## config.mk

```make
export PLATFORM = sky130hd
export DESIGN_NAME = decoder_seq
export DESIGN_NICKNAME = d
export VERILOG_FILES = /design/src/rtl/decoder_seq.sv
export SDC_FILE = /design/constraint.sdc
export NUM_CORES = 1
export LEC_CHECK = 0
export BUFFER_PORTS_ARGS = -buffer_cell sky130_fd_sc_hd__buf_4
export CORE_MARGIN = 5
export CORE_UTILIZATION = 35
export DETAILED_ROUTE_END_ITERATION = 8
export PLACE_DENSITY = 0.7
export SLEW_MARGIN = 30
export SYNTH_ARGS = -nofsm -noshare
export SYNTH_HDL_FRONTEND = slang
export SYNTH_SLANG_ARGS = --single-unit
```

## constraint.sdc

```tcl
create_clock -name clock -period 3.25 [get_ports clock]
set_clock_uncertainty 0.2 [all_clocks]
set_input_delay 0.1625 -clock clock [delete_from_list [all_inputs] [get_ports clock]]
set_output_delay 0.1625 -clock clock [all_outputs]
set_load 0.05 [all_outputs]
```

## src/rtl/decoder_seq.sv

```systemverilog
// Registered binary-to-one-hot decoder with direct load, auto-incrementing scan with wrap,
// hold/clear controls and out-of-range detection.
// Latency: 1 cycle from sampled en/mode/sel to out/index/wrap/range_err; no input-to-output path.
module decoder_seq #(
  parameter int SEL_W   = 5,
  parameter int NUM_OUT = 32
) (
  input  logic               clock,
  input  logic               reset,
  input  logic               en,
  input  logic [1:0]         mode,
  input  logic [SEL_W-1:0]   sel,
  output logic [NUM_OUT-1:0] out,
  output logic               active,
  output logic [SEL_W-1:0]   index,
  output logic               wrap,
  output logic               range_err
);

  typedef enum logic [1:0] {
    MODE_DIRECT = 2'b00,
    MODE_SCAN   = 2'b01,
    MODE_HOLD   = 2'b10,
    MODE_CLEAR  = 2'b11
  } mode_e;

  // One extra bit so NUM_OUT == 2^SEL_W is representable for the range compare.
  localparam logic [SEL_W:0]   NUM_OUT_W = (SEL_W+1)'(NUM_OUT);
  localparam logic [SEL_W-1:0] LAST_IDX  = SEL_W'(NUM_OUT - 1);
  localparam logic [SEL_W-1:0] IDX_ONE   = SEL_W'(1);

  logic [SEL_W-1:0] idx_q, idx_d;
  logic             act_q, act_d;
  logic             wrap_q, wrap_d;
  logic             err_q, err_d;
  mode_e            mode_s;

  assign mode_s = mode_e'(mode);

  // Next-state: pulses default low every edge, index/active hold unless a mode acts on them.
  always_comb begin
    idx_d  = idx_q;
    act_d  = act_q;
    wrap_d = 1'b0;
    err_d  = 1'b0;
    if (en) begin
      case (mode_s)
        MODE_DIRECT: begin
          if ({1'b0, sel} < NUM_OUT_W) begin
            idx_d = sel;
            act_d = 1'b1;
          end else begin
            // Keep the old index so idx stays in range; just blank the output.
            act_d = 1'b0;
            err_d = 1'b1;
          end
        end
        MODE_SCAN: begin
          if (!act_q) begin
            idx_d = '0;
            act_d = 1'b1;
          end else if (idx_q == LAST_IDX) begin
            idx_d  = '0;
            wrap_d = 1'b1;
          end else begin
            idx_d = idx_q + IDX_ONE;
          end
        end
        MODE_HOLD: begin
          idx_d = idx_q;
          act_d = act_q;
        end
        MODE_CLEAR: begin
          idx_d = '0;
          act_d = 1'b0;
        end
        default: begin
          idx_d = idx_q;
          act_d = act_q;
        end
      endcase
    end
  end

  // State register with asynchronous clear.
  always_ff @(posedge clock or posedge reset) begin
    if (reset) begin
      idx_q  <= '0;
      act_q  <= 1'b0;
      wrap_q <= 1'b0;
      err_q  <= 1'b0;
    end else begin
      idx_q  <= idx_d;
      act_q  <= act_d;
      wrap_q <= wrap_d;
      err_q  <= err_d;
    end
  end

  // One-hot decode straight from registers; only bits below NUM_OUT exist.
  always_comb begin
    out = '0;
    if (act_q) begin
      for (int i = 0; i < NUM_OUT; i++) begin
        out[i] = (idx_q == SEL_W'(i));
      end
    end
  end

  assign active    = act_q;
  assign index     = idx_q;
  assign wrap      = wrap_q;
  assign range_err = err_q;

endmodule

```

==> out/results.ini <==
[die]
die_w_um=55.2
rows=16
dieArea_um2=3040
core_um2=1960
chipHeight_um=55.2
start_util_pct=36.4
ioPinCount=50

[routing]
ant_nets=0
wl_um=2430
wl_per_cell_um=13.6
vias_per_cell=4.91
drt_iter0_markers=7
drc=0
dr_total_vias=879
first_pass_iters=4

[cells_and_area]
fill_cells=210
instances_no_fill=179
nets=169
post-route-util_pct=59.2
drive_gt1_share_pct=36.8
final_cell_area_um2=1160
area_growth_pct=62.5
insertedDiodeCount=0

[logic_synthesis]
synth-warning-count=0
ys_seq_area_share_pct=24.5
synth_top_family_by_area=simple AND/OR/NAND/NOR gates
ys_seq_elements=7
muxShareOfSynthArea_pct=2.80
synth_xor_xnor_area_share_pct=0
ys_types=29
synth_nets=115
synth_cells=99
synth-simple-area-share_pct=43.3
syn_area_per_cell_um2=7.22
synth_area_um2=714
synth_fa_ha_area_share_pct=10.5
synth_area_leaders=dfrtp_1 (25%), nor2_1 (14%), ha_1 (11%)
synth_compound_area_share_pct=11.9
netlist.area_leader.share_pct=24.5
synth_top_area_cell=dfrtp_1

[clock_network]
clk_path_buf_depth=2
clock_latency_ns=0.25
cts_setup_buffers=0
cts_tree=yes
cts_buffers=3
path_clk_slew_ns=0.05
cts_resized=0
numClockSinks=7
cts_root_buf=clkbuf_4
htree_levels=1

[worst_setup_path]
critPathArrivalTime_ns=1.74
end_kind=primary output
critical_path.max_fanout=6
r2r_setup_slack_ns=1.22
path_class=flop to primary output
cp.required_ns=2.89
critPathLaunchType=flop

[min_path]
worst_hold_path_type=input port to flop

[timing]
hold_viol_final=0
setup_viol=0
slew_violations=0
whs_ns=0.0216
period_needed_ns=2.10
max_freq_ghz=0.475
setup_tns_ns=0
post-route-period-util_pct=64.8
rsz0062_at_grt=false

[power]
p_per_area_nw_per_um2=384
power.leakage_nw=0.595
ir_drop_v=0.000259

[place]
routabilityCongestion=0.840
port_buffers=48
placed_area_um2=1080
hpwl_um=1910
dp.cells=170

[global_routing]
grt_pass1_vias=797
grt_max_degree=16
grt_pass1_wl_um=3660
antenna_found_initial=0
grt_use_total_pct=16.8
grt_remaining_overflow=0

[job]
maxCapViolCount=0

[run_status]
status=finished clean

-- worst max-delay path, stage by stage, from the launching register on --
cell and delay, ns:
dfrtp_1 0.42, ha_1 0.27, and3_1 0.22, ha_1 0.22, and2_1 0.17, buf_4 0.18
-- power breakdown --
part	internal, mW	switching, mW	total [mW]
clock network	0.0469	0.0326	0.0795
registers	0.0983	0.0281	0.126
logic	0.0775	0.162	0.240
-- layout by cell type, fill, tap and decap left out --
| master | n |
|---|---|
| a22oi_1 | 3 |
| a32oi_1 | 2 |
| and2_1 | 2 |
| and2b_4 | 1 |
| and3_1 | 2 |
| and4b_1 | 1 |
| and4bb_4 | 1 |
| buf_4 | 48 |
| clkbuf_1 | 1 |
| clkbuf_4 | 3 |
| conb_1 | 1 |
| dfrtp_1 | 7 |
| dlygate4sd3_1 | 5 |
| ha_1 | 6 |
| inv_1 | 6 |
| mux2i_1 | 2 |
| nand2_1 | 10 |
| nand2_2 | 3 |
| nand2b_1 | 3 |
| nand3_1 | 4 |
| nand3b_1 | 1 |
| nand4bb_1 | 1 |
| nor2_1 | 27 |
| nor2b_1 | 1 |
| nor3_1 | 4 |
| o211ai_1 | 2 |
| o21ai_0 | 1 |
| o21bai_1 | 1 |
| o2bb2ai_1 | 2 |
| or2_1 | 1 |
-- timing repair --
action                                 4_1_cts  5_1_grt
endpoints found under the hold margin       11        0
hold buffers                                 5        0
setup endpoints to repair                    0        0
-- Yosys cell counts --
master,n
o211ai_1,2
dfrtp_1,7
conb_1,1
inv_1,6
and4b_1,1
nand2_1,10
ha_1,6
and3_1,2
o2bb2ai_1,2
o21ai_0,1
buf_2,1
and2b_4,1
nor3_1,4
nand4bb_1,1
buf_4,2
nand3b_1,1
nand2b_1,3
nand3_1,4
and4bb_4,1
clkbuf_1,1
nor2b_1,1
nand2_2,3
o21bai_1,1
and2_1,2
or2_1,1
a32oi_1,2
nor2_1,27
mux2i_1,2
a22oi_1,3
-- layout make-up --
cell class                      count  area [um^2]  area share [%]
Clock buffer                        4         26.3            2.26
Timing Repair Buffer               53          410            35.3
Multi-Input combinational cell     82          493            42.5
Tap cell                           27         33.8            2.91
Sequential cell                     7          175            15.1
Inverter                            6         22.5            1.94
-- cells by family after synthesis --
group,count (synthesis)
other cells,1
fa+ha+maj,6
buf+inv,10
simple gates,62
compound gates,11
flops,7
mux,2
-- metrics by stage --
step	setup WS [ns]	power (mW)
3_5_place_dp	1.22	0.362
6_report	1.15	0.446
3_3_place_gp	1.31	0.359
4_1_cts	1.13	0.451
2_1_floorplan	0.758	0.291
5_1_grt	1.04	0.476
-- state kept, by name, indices dropped and copies added, names as in the netlist --
signal / cells
index: 5
wrap: 1
active: 1
-- layer usage --
metal	GRT usage (%)	up-vias	share of wire, %
li1	-	437	-
met1	20.7	415	41
met2	29.3	25	51
met3	4.83	2	7.2
met4	2.43	0	0.58
met5	0	-	0
-- worst paths after layout --
kind                            startpoint  endpoint  cells past startpoint
worst max register to register    index[0]  index[2]                      6
min in group asynchronous            reset  index[3]                      3
max in group asynchronous            reset  index[2]                      3
worst min-delay path                sel[3]  index[3]                      3
worst max-delay path              index[0]   out[31]                      5
worst min register to register    index[1]  index[1]                      2
(Power assumes the default switching activity.)
